### src/rtl/alu_result_stage.sv
// alu_result_stage: pipeline register after the fault-tolerant ALU.
// The captured {zero, result} word is held in four redundant lanes and
// bitwise majority-voted on the output. A lane that disagrees with the vote
// on a transfer is retired for good. The stage halts when fewer than two
// lanes remain in service.
// Optional feature macro: ALU_STAGE_FAULT_COUNT_EN adds per-lane fault
// counters (fault_cnt) and a tie counter (tie_cnt).
module alu_result_stage #(
  parameter int WIDTH = 32,
  parameter int CNT_W = 8
) (
  input  logic             clk,
  input  logic             reset,
  input  logic             in_valid,
  output logic             in_ready,
  input  logic [WIDTH-1:0] in_result,
  input  logic             in_zero,
  input  logic             inj_en,
  input  logic [1:0]       inj_lane,
  input  logic [WIDTH:0]   inj_mask,
  output logic             out_valid,
  input  logic             out_ready,
  output logic [WIDTH-1:0] out_result,
  output logic             out_zero,
  output logic [3:0]       lane_en,
  output logic             uncorr,
  output logic             halted
`ifdef ALU_STAGE_FAULT_COUNT_EN
  ,
  output logic [4*CNT_W-1:0] fault_cnt,
  output logic [CNT_W-1:0]   tie_cnt
`endif
);

  localparam int LW = WIDTH + 1;

  typedef enum logic [1:0] {
    ST_EMPTY = 2'd0,
    ST_FULL  = 2'd1,
    ST_HALT  = 2'd2
  } state_t;

  state_t        state_q, state_d;
  logic [LW-1:0] lane_q [4];
  logic [LW-1:0] lane_d [4];
  logic [3:0]    en_q, en_d;
  logic          uncorr_q, uncorr_d;

  logic [LW-1:0] vote_s;
  logic          tie_s;
  logic [3:0]    diff_s;
  logic [2:0]    n_en_s;
  logic          xfer_s;
  logic          cap_s;

  function automatic logic [2:0] popcnt4(input logic [3:0] v);
    popcnt4 = {2'b00, v[0]} + {2'b00, v[1]} + {2'b00, v[2]} + {2'b00, v[3]};
  endfunction

  assign n_en_s = popcnt4(en_q);

  // Bitwise vote over enabled lanes; a bit is a tie when ones equal zeros.
  always_comb begin
    vote_s = '0;
    tie_s  = 1'b0;
    for (int b = 0; b < LW; b++) begin
      vote_s[b] = popcnt4(en_q & {lane_q[3][b], lane_q[2][b], lane_q[1][b], lane_q[0][b]}) >= 3'd2;
      if ({popcnt4(en_q & {lane_q[3][b], lane_q[2][b], lane_q[1][b], lane_q[0][b]}), 1'b0} == {1'b0, n_en_s}) begin
        tie_s = 1'b1;
      end else begin
        tie_s = tie_s;
      end
    end
  end

  // Flag every enabled lane whose stored copy disagrees with the vote.
  always_comb begin
    diff_s = 4'b0000;
    for (int l = 0; l < 4; l++) begin
      diff_s[l] = en_q[l] && (lane_q[l] != vote_s);
    end
  end

  assign in_ready   = (state_q == ST_EMPTY) || ((state_q == ST_FULL) && out_ready);
  assign xfer_s     = (state_q == ST_FULL) && out_ready;
  assign cap_s      = in_valid && in_ready;
  assign out_valid  = (state_q == ST_FULL);
  assign out_result = (state_q == ST_FULL) ? vote_s[WIDTH-1:0] : '0;
  assign out_zero   = (state_q == ST_FULL) ? vote_s[WIDTH] : 1'b0;
  assign lane_en    = en_q;
  assign uncorr     = uncorr_q;
  assign halted     = (state_q == ST_HALT);

  // Next-state: retirement from the old lanes, capture into all lanes, FSM.
  always_comb begin
    state_d  = state_q;
    en_d     = en_q;
    uncorr_d = 1'b0;
    for (int l = 0; l < 4; l++) begin
      lane_d[l] = lane_q[l];
    end

    if (xfer_s) begin
      if (tie_s) begin
        uncorr_d = 1'b1;
      end else begin
        en_d = en_q & ~diff_s;
      end
    end else begin
      en_d = en_q;
    end

    if (cap_s) begin
      for (int l = 0; l < 4; l++) begin
        lane_d[l] = {in_zero, in_result} ^ ((inj_en && (inj_lane == 2'(l))) ? inj_mask : {LW{1'b0}});
      end
    end else begin
      uncorr_d = uncorr_d;
    end

    case (state_q)
      ST_EMPTY: state_d = cap_s ? ST_FULL : ST_EMPTY;
      ST_FULL: begin
        if (cap_s) begin
          state_d = ST_FULL;
        end else if (xfer_s) begin
          state_d = ST_EMPTY;
        end else begin
          state_d = ST_FULL;
        end
      end
      ST_HALT: state_d = ST_HALT;
      default: state_d = ST_HALT;
    endcase

    if (popcnt4(en_d) < 3'd2) begin
      state_d = ST_HALT;
    end else begin
      state_d = state_d;
    end
  end

  // State, lane copies, lane enables and the tie pulse register.
  always_ff @(posedge clk) begin
    if (reset) begin
      state_q  <= ST_EMPTY;
      en_q     <= 4'b1111;
      uncorr_q <= 1'b0;
      for (int l = 0; l < 4; l++) begin
        lane_q[l] <= '0;
      end
    end else begin
      state_q  <= state_d;
      en_q     <= en_d;
      uncorr_q <= uncorr_d;
      for (int l = 0; l < 4; l++) begin
        lane_q[l] <= lane_d[l];
      end
    end
  end

`ifdef ALU_STAGE_FAULT_COUNT_EN
  logic [CNT_W-1:0] fc_q [4];
  logic [CNT_W-1:0] tie_q;

  // Saturating per-lane disagreement counters and tie-pulse counter.
  always_ff @(posedge clk) begin
    if (reset) begin
      tie_q <= '0;
      for (int l = 0; l < 4; l++) begin
        fc_q[l] <= '0;
      end
    end else begin
      if (uncorr_q && (tie_q != {CNT_W{1'b1}})) begin
        tie_q <= tie_q + {{(CNT_W-1){1'b0}}, 1'b1};
      end
      for (int l = 0; l < 4; l++) begin
        if (xfer_s && diff_s[l] && (fc_q[l] != {CNT_W{1'b1}})) begin
          fc_q[l] <= fc_q[l] + {{(CNT_W-1){1'b0}}, 1'b1};
        end
      end
    end
  end

  // Pack the lane counters onto the flat output bus.
  always_comb begin
    fault_cnt = '0;
    for (int l = 0; l < 4; l++) begin
      fault_cnt[l*CNT_W +: CNT_W] = fc_q[l];
    end
  end

  assign tie_cnt = tie_q;
`endif

endmodule

### config.mk
export PLATFORM = sky130hd
export DESIGN_NAME = alu_result_stage
export DESIGN_NICKNAME = d
export VERILOG_FILES = /design/src/rtl/alu_result_stage.sv
export SDC_FILE = /design/constraint.sdc
export NUM_CORES = 1
export LEC_CHECK = 0
export ABC_CLOCK_PERIOD_IN_PS = 8000
export CORE_ASPECT_RATIO = 1.5
export CORE_MARGIN = 8
export CORE_UTILIZATION = 25
export CTS_CLUSTER_SIZE = 25
export DETAILED_ROUTE_END_ITERATION = 16
export SLEW_MARGIN = 30
export SYNTH_ARGS = -nofsm -noshare
export SYNTH_HDL_FRONTEND = slang
export SYNTH_SLANG_ARGS = --single-unit
### constraint.sdc
create_clock -name clk -period 8 [get_ports clk]
set_input_delay 1.6 -clock clk [delete_from_list [all_inputs] [get_ports clk]]
set_output_delay 1.6 -clock clk [all_outputs]
set_load 0.01 [all_outputs]
# Word level (Yosys, flattened, before mapping)
# Memory sizes are Yosys's and may differ from the RTL's.
# Cells that the tools add are included.
[totals]
latchBits = 0
in_bits = 73
n_memories = 1
mem_bits_ro = 0
word_cells = 300
output_inout_bits = 41
reg_bits = 7
ram_bits = 132
[mem_list]
columns = ["memory", "depth", "width", "read_ports", "rd_ports_with_merged_regs", "wr", "line", "text"]
rows = [
  ["lane_q", 4, 33, 4, 0, 4, "44", "logic [LW-1:0] lane_q [4];"],
]
[op_classes]
eq_ne = 42
n_lt_le_gt_ge = 34
mux = 55
bitwise = 44
shift = 0
add_sub_neg = 105
div = 0
reduce_logical = 15
multipliers = 0
[ops]
columns = ["cell", "count"]
rows = [
  ["$mux 33", 8],
  ["$and 4x4->4", 34],
  ["$eq 4x3->1", 33],
  ["$mux 132", 1],
  ["$ne 33x33->1", 4],
  ["$xor 33x33->33", 4],
  ["$add 2x1->3", 35],
  ["$add 3x1->3", 35],
  ["$ge 3x2->1 const B", 33],
  ["$add 1x1->2", 35],
  ["$mux 1", 41],
  ["$mux 32", 1],
  ["$logic_and 1x1->1", 10],
  ["$mux 4", 2],
  ["$eq 2x2->1 const B", 3],
  ["$eq 2x1->1 const B", 2],
  ["$logic_not 2->1", 2],
  ["$not 4->4", 1],
  ["$or 1x1->1", 4],
  ["$pmux 2 s2", 1],
  ["$reduce_or 2->1", 2],
  ["$lt 3x2->1 const B", 1],
  ["$mux 2", 1],
  ["$logic_or 1x1->1", 1],
  ["$not 1->1", 1],
]

# Logic depth before layout (Yosys ltp)
# Gate-level depths: netlist of the first run.
# An unclocked memory read counts as a cell.
[logic_depth]
word_depth = 46
ltp_mapped = 20
depth_no_buf = 17

# Worst setup path after synthesis of the first run
# No wires, ideal clock.
[synth_timing]
path_kind = "reg2reg"
start = "reg en_q[0], in the netlist lane_en[0]"
end = "reg state_q[0]"
setup_ns = 0.060
arrival_ns = 4.535
stages_incl_launch_ff = 20
setup_slack_ns = 3.405
cell_sequence = "dfxtp_1 clkbuf_1 clkbuf_1 inv_1 fa_1 inv_1 ha_1 ha_1 buf_6 buf_12 buf_12 xor2_2 nor4_1 nor4_2 nand4_1 o41ai_1 fa_1 nand2b_1 a211oi_1 o221a_1"
[synth_between]
elab_chain_cells = 45
[synth_rtl]
columns = ["element", "line", "text"]
rows = [
  ["from (decl)", "46", "logic [3:0] en_q, en_d;"],
  ["from (signal assigned)", "154", "en_q <= en_d;"],
  ["$and 4x4->4", "67, 68", ""],
  ["$add 1x1->2", "57", "popcnt4 = {2'b00, v[0]} + {2'b00, v[1]} + {2'b00, v[2]} + {2'b00, v[3]};"],
  ["$add 2x1->3", "57", ""],
  ["$add 3x1->3", "57", ""],
  ["$eq 4x3->1", "68", "if ({popcnt4(en_q & {lane_q[3][b], lane_q[2][b], lane_q[1][b], lane_q[0][b]}), 1'b0} == {1'b0, n_en_s}) begin"],
  ["$mux 1 (33 in a row)", "68", ""],
  ["$mux 4", "104", "if (tie_s) begin"],
  ["$mux 4 (*)", "103", "if (xfer_s) begin"],
  ["$add 1x1->2", "57", ""],
  ["$add 2x1->3", "57", ""],
  ["$add 3x1->3 (*)", "57", ""],
  ["$lt 3x2->1 (*)", "136", "if (popcnt4(en_d) < 3'd2) begin"],
  ["$reduce_or 2->1 (no source line) (*)", "n/a", ""],
  ["to (signal assigned)", "153", "state_q <= state_d;"],
  ["to (decl)", "43", "state_t state_q, state_d;"],
]
# Every way passes the cells marked *; elsewhere a longest branch is shown, timed or not.
# A chain may end at the register's enable or synchronous reset.

# Worst setup path in the final report of the first run
[layout_timing]
start = "reg en_q[3], in the netlist lane_en[3]"
end = "reg state_q[0]"
[layout_between]
elab_chain_cells = 43
[layout_rtl]
columns = ["element", "line"]
rows = [
  ["$and 4x4->4", "67, 68"],
  ["$add 3x1->3", "57"],
  ["$eq 4x3->1", "68"],
  ["$mux 1 (33 in a row)", "68"],
  ["$mux 4", "104"],
  ["$mux 4 (*)", "103"],
  ["$add 1x1->2", "57"],
  ["$add 2x1->3", "57"],
  ["$add 3x1->3 (*)", "57"],
  ["$lt 3x2->1 (*)", "136"],
  ["$reduce_or 2->1 (no source line) (*)", "n/a"],
]
# Marked as above.

==> results of run 1 <==
## cell usage in the layout (no fill, tap or decap), drive strengths merged, types with 3 or more instances in the layout
cell type	n
nor2	170
inv	105
xor2	246
clkinvlp	6
clkinv	7
clkdlybuf4s50	112
a211oi	134
dfxtp	139
clkbuf	17
nand2b	4
fa	35
nor4	36
nor3	20
o41ai	4
buf	13
xnor2	82
and2	51
nand2	219
ha	101
or4	3
nand4	19
## final timing paths
kind	startpoint	depth (start not counted)	end	slack (ps)
hold reg to reg	lane_q[2][3]	2	lane_q[2][3]	530
hold / removal	lane_q[2][3]	2	lane_q[2][3]	530
setup / recovery	lane_en[3]	15	state_q[0]	2250
setup reg to reg	lane_en[3]	15	state_q[0]	2250
## power by group
group          switching, mW  leakage (nW)  internal [mW]
combinational          0.652          4.17          0.458
sequential            0.0723          1.15          0.751
clock                  0.334         0.247          0.392
## registers in the layout, indices dropped and copies added, names as in the netlist
signal / flops
lane_q: 132
lane_en: 4
state_q: 2
uncorr: 1
## worst max-delay path, cell delays in order, from the launching register on
cell      delay [ps]
dfxtp_1          960
inv_1            130
fa_1             510
inv_1             40
ha_1             170
ha_2             980
xor2_1           190
or4_1            120
o41ai_1           70
nor4_2           310
nand4_1          330
o41ai_1          670
fa_1             520
nand2b_1         170
a211oi_1         280
o221a_1          210
## cell type report
class / count / share of cell area
clock buffers: 17 / 0.0303
clock inverters: 15 / 0.00721
inverters: 103 / 0.0275
multi-input cells: 1143 / 0.594
flip-flops and latches: 139 / 0.198
well taps: 600 / 0.0534
repair buffers: 125 / 0.0893
## cells by family after synthesis
kind of cell | Yosys count | share of synthesized area
xor gates and xnor gates | 328 | 0.240
DFF | 139 | 0.231
and+or+nand+nor | 532 | 0.196
AOI/OAI and AO/OA | 147 | 0.0929
adders and majority gates | 136 | 0.163
buffers and inverters | 222 | 0.0770
## layer usage
metal  global-route usage  share of wire
met1                0.145           0.36
met2                0.266           0.51
met3               0.0342          0.049
met4                0.115          0.080
met5                    0              0
## stage by stage
| stage | hold slack, ps | cell area [µm²] | cells | util | worst slack (ps) |
|---|---|---|---|---|---|
| global placement | 516 | 13500 | 2109 | 0.284 | 2380 |
| floorplan | 497 | 12000 | 1504 | - | 3410 |
| detailed placement | 522 | 13500 | 2109 | 0.284 | 2200 |
| global route | 543 | 14000 | 2142 | 0.295 | 1850 |
| CTS | 533 | 14000 | 2141 | 0.295 | 2200 |
| finish | 530 | 14000 | 2142 | 0.295 | 2250 |
==> impl_results.md, run 1 <==
* TritonCTS buffer count at 17
* DR DRC count at 0
* Ant diodes at 0
* Hpwl dp at 31700 µm
* Setup bufs post-CTS at 0
* GPL Wtd Cong at 0.948
* # hold bufs at CTS at 0
* # rows at 98
* Leading area contributor after synthesis: dfxtp_1
* Final TNS setup at 0 ps
* Syn-to-layout area delta at 16.7%
* Clk Tree Root Cell: clkbuf_16
* F_max at 174 MHz
* Post-Syn Instances at 1504
* Ports at 114
* Post-CTS sizing at 0
* Clock Latency Late Sink at 460 ps
* Yosys reg bits at 139
* Area of the multi-input gates at 0.00834 mm²
* Crit-path max FO at 33
* Max Cap Violations at 0
* EDFF count, synth at 0
* Pwr dens at 189 mW/mm²
* Starting Density at 0.253
* Iter 0 DRT Violations at 704
* Most common cell in the netlist: xor2_1
* Die H at 285 µm
* H-tree depth at 4
* Die area at 0.0556 mm²
* Pin count of the biggest net entering global routing at 265
* Post-synthesis async set-or-reset flop share at 0
* Final hold vios at 0
* Clock transition at path regs at 70 ps
* Crit end category: flop
* Wire per inst at 19.0 µm
* Fin. max-slew vios at 0
* Post-synth top cells: 244 x xor2_1, 219 x nand2_1, 170 x nor2_1
* Nets at 1738
* Clk sink count at 139
* Largest cells by area after synthesis: dfxtp_1 23%, xor2_1 18%, ha_1 10%, a211oi_1 8.3%, nand2_1 6.8%
* CTS tree: built
* Final count of negative-setup-slack endpoints at 0
* Actual slew at the worst max-slew pin at 995 ps
* P_leak at 5.57 nW
* Fill count at 5030
* Status: complete, no violations
* CTS Buffer Depth at 2
* Unrepaired setup endpoints after global routing: false
* Vias per cell at 4.66
* Maximum vdd ir drop at 0.163 mV
* Min Tclk post-route at 5750 ps
* DR vias at 9989
* Pwr Total at 2.66 mW
* Number of global-route vias before repair at 10300
* Tcrit/Tclk final at 0.718
* Initial antenna violation count at 0
* Worst endpoint data arrival time at 6150 ps
* Die Wd at 195 µm
* Sequential cell area at 0.00278 mm²
* Seq/Total Area, Yosys at 0.231
* Overall routing resource usage at 0.147
* Startpoint Class: flop
* Overflow after GRT at 0
* Routed WL at 40700 µm
* Required @ worst endpoint at 8410 ps
* I/O Buffers at 113
* Worst min path class: reg2reg
* First-pass GRT wire length at 62000 µm
* Top_reg_cell synth: dfxtp_1
* Synth Net Count at 1713
* Yosys cell types at 42
* WS Path Type: reg2reg
* Drt first pass iters at 5
* Synthesized area per cell at 8.00 µm²
* Mapped cell area at 0.0120 mm²
* Core ar. at 0.0476 mm²
* Final ANT Viol Nets at 0
* Slew margin rel. at 0.337
* Share of the synthesized area in the top cell type at 0.231
* Synth Warn # at 0
* Max Clock Skew at 6.95 ps
* Layout cell share with drive strength beyond 1 at 0.0376
Note: power is estimated with default switching activity, not from simulation.
==> run 2, diff against run 1 <==
ABC_CLOCK_PERIOD_IN_PS = 6050   (was 8000)
clock period = 6.05 ns   (was 8 ns; I/O delays follow)
==> impl_results.md, run 2 (synthesis results as in run 1) <==
* CTS Buffer Depth at 2
* Final count of negative-setup-slack endpoints at 0
* Die area at 0.0556 mm²
* Max Cap Violations at 0
* Post-CTS sizing at 0
* # hold bufs at CTS at 0
* Actual slew at the worst max-slew pin at 936 ps
* Crit-path cells: buf_4 > nand2_1 > fa_1 > inv_1 > ha_1 > inv_1 > ha_1 > xor2_1 > nand4_1 > nor4_1 > nand4_1 > nor4_1 > o41ai_1 > fa_1 > nand2b_1 > a211oi_1 > o221a_1
* CTS tree: built
* Worst min path class: reg2reg
* Starting Density at 0.253
* Crit-path max FO at 35
* Max reg flops at 132
* Post-Layout Inst Area at 0.0142 mm²
* Final TNS setup at 0 ps
* Worst endpoint data arrival time at 5540 ps
* Ant diodes at 0
* Wire per inst at 19.1 µm
* I/O Buffers at 113
* Commonest cells after routing, fill and taps aside: 244 x xor2_1, 219 x nand2_1, 169 x nor2_1
* Placed Area at 0.0135 mm²
* Pin count of the biggest net entering global routing at 155
* Ports at 114
* Final hold vios at 0
* Clk sink count at 139
* TritonCTS buffer count at 17
* Die Wd at 195 µm
* Max incr delay on CP at 570 ps
* Initial antenna violation count at 0
* First-pass GRT wire length at 61700 µm
* Most common cell after layout, fill and taps aside: xor2_1
* CP Depth at 17
* Hpwl dp at 32100 µm
* Overflow after GRT at 0
* Max Clock Skew at 6.68 ps
* Final WS setup at 902 ps
* Iter 0 DRT Violations at 593
* Placed Cells at 2111
* Crit end category: flop
* Overall routing resource usage at 0.146
* Min Tclk post-route at 5150 ps
* Fill count at 5017
* Final core occ at 0.298
* Total internal power at 2.38 mW
* Hold Startpoint: lane_q[0][15]
* Layout cell share with drive strength beyond 1 at 0.0356
* # rows at 98
* P_sw at 1.39 mW
* Switching share of power at 0.368
* WS Path Type: reg2reg
* Nets at 1739
* WHS Endpoint: lane_q[0][15]
* Comb pwr share at 0.390
* GPL Wtd Cong at 0.931
* Vias per cell at 4.68
* Cell class contributing the biggest share of worst-path delay: simple AND/OR/NAND/NOR gates
* Fin. max-slew vios at 0
* Clk Tree Root Cell: clkbuf_16
* CP max-delay cell: nor4_1
* P_leak at 5.65 nW
* Final ANT Viol Nets at 0
* Pwr dens at 266 mW/mm²
* DR DRC count at 0
* Startpoint Class: flop
* F_max at 194 MHz
* Pwr Total at 3.77 mW
* Die H at 285 µm
* Dpl ws at 930 ps
* Sequential group share of total power at 0.287
* RR Startpoint: lane_en[1]
* DR vias at 10000
* Core ar. at 0.0476 mm²
* Clock transition at path regs at 60 ps
* Number of global-route vias before repair at 10200
* Maximum vdd ir drop at 0.213 mV
* WP buf/inv at 3
* R2R cell count at 17
* Setup bufs post-CTS at 0
* Clock Latency Late Sink at 450 ps
* Drt first pass iters at 5
* Required @ worst endpoint at 6450 ps
* Top reg by flops: lane_q
* Tcrit/Tclk final at 0.851
* Clock share of power at 0.323
* Syn-to-layout area delta at 17.9%
* Worst Hold Depth at 2
* Status: complete, no violations
* Slew margin rel. at 0.376
* Hold slack final at 528 ps
* Routed WL at 40800 µm
* Worst reg2reg path endpoint: state_q[0]
* R2R Setup Slk at 900 ps
* Unrepaired setup endpoints after global routing: false
* Final std cells w/o fill at 2143
* H-tree depth at 4
## run 2: cell types whose count changed in the layout (fill, tap and decap cells not counted), sizes merged
cell	previous run	this run
buf	13	14
clkinv	7	5
bufinv	0	6
clkbuf	17	21
inv	105	103
clkinvlp	6	0
## run 2: cell type report
| cell class | count | area (µm²) | area share |
|---|---|---|---|
| tap | 600 | 751 | 0.0529 |
| sequential | 139 | 2780 | 0.196 |
| multi-input combinational | 1143 | 8350 | 0.588 |
| clock buffer | 21 | 450 | 0.0317 |
| inverter | 103 | 387 | 0.0272 |
| clock inverter | 11 | 216 | 0.0152 |
| timing repair buffer | 126 | 1260 | 0.0890 |
## run 2: worst max-delay path by stage
stage / startpoint / end
finish: lane_en[1] / state_q[0]
global route: lane_en[0] / state_q[0]
CTS: lane_en[0] / state_q[0]
detailed placement: lane_en[0] / state_q[0]
global placement: lane_en[0] / state_q[0]
floorplan: lane_en[0] / state_q[0]
## run 2: power by group through the flow
| stage | clock, mW | sequential (mW) | combinational, mW |
|---|---|---|---|
| 4_1_cts | 1.24 | 1.08 | 1.48 |
| 3_3_place_gp | 0 | 1.10 | 1.45 |
| 6_report | 1.22 | 1.08 | 1.47 |
| 3_5_place_dp | 0 | 1.10 | 1.47 |
| 2_1_floorplan | 0 | 1.07 | 1.03 |
| 5_1_grt | 1.27 | 1.09 | 1.61 |
## run 2: worst register-to-register path, cell delays in order, from the launching register on
cell and delay, ps:
dfxtp_1 340, buf_4 450, nand2_1 150, fa_1 530
inv_1 40, ha_1 210, inv_1 60, ha_1 310
xor2_1 410, nand4_1 160, nor4_1 290, nand4_1 220
nor4_1 570, o41ai_1 210, fa_1 500, nand2b_1 170
a211oi_1 270, o221a_1 210
## run 2: metal layers
metal / vias to the layer above / routed length [µm] / track usage / share of wire
met5: - / 0 / 0 / 0
li1: 4911 / - / - / -
met4: 0 / 2350 / 0.0931 / 0.058
met1: 4784 / 15000 / 0.146 / 0.37
met2: 239 / 21800 / 0.275 / 0.53
met3: 86 / 1750 / 0.0272 / 0.043
==> run 3, diff against run 2 <==
SETUP_SLACK_MARGIN = 0.15   (was not set)
==> results of run 3 <==
Same layout as run 2: the final DEF is identical, and so are final timing and power.
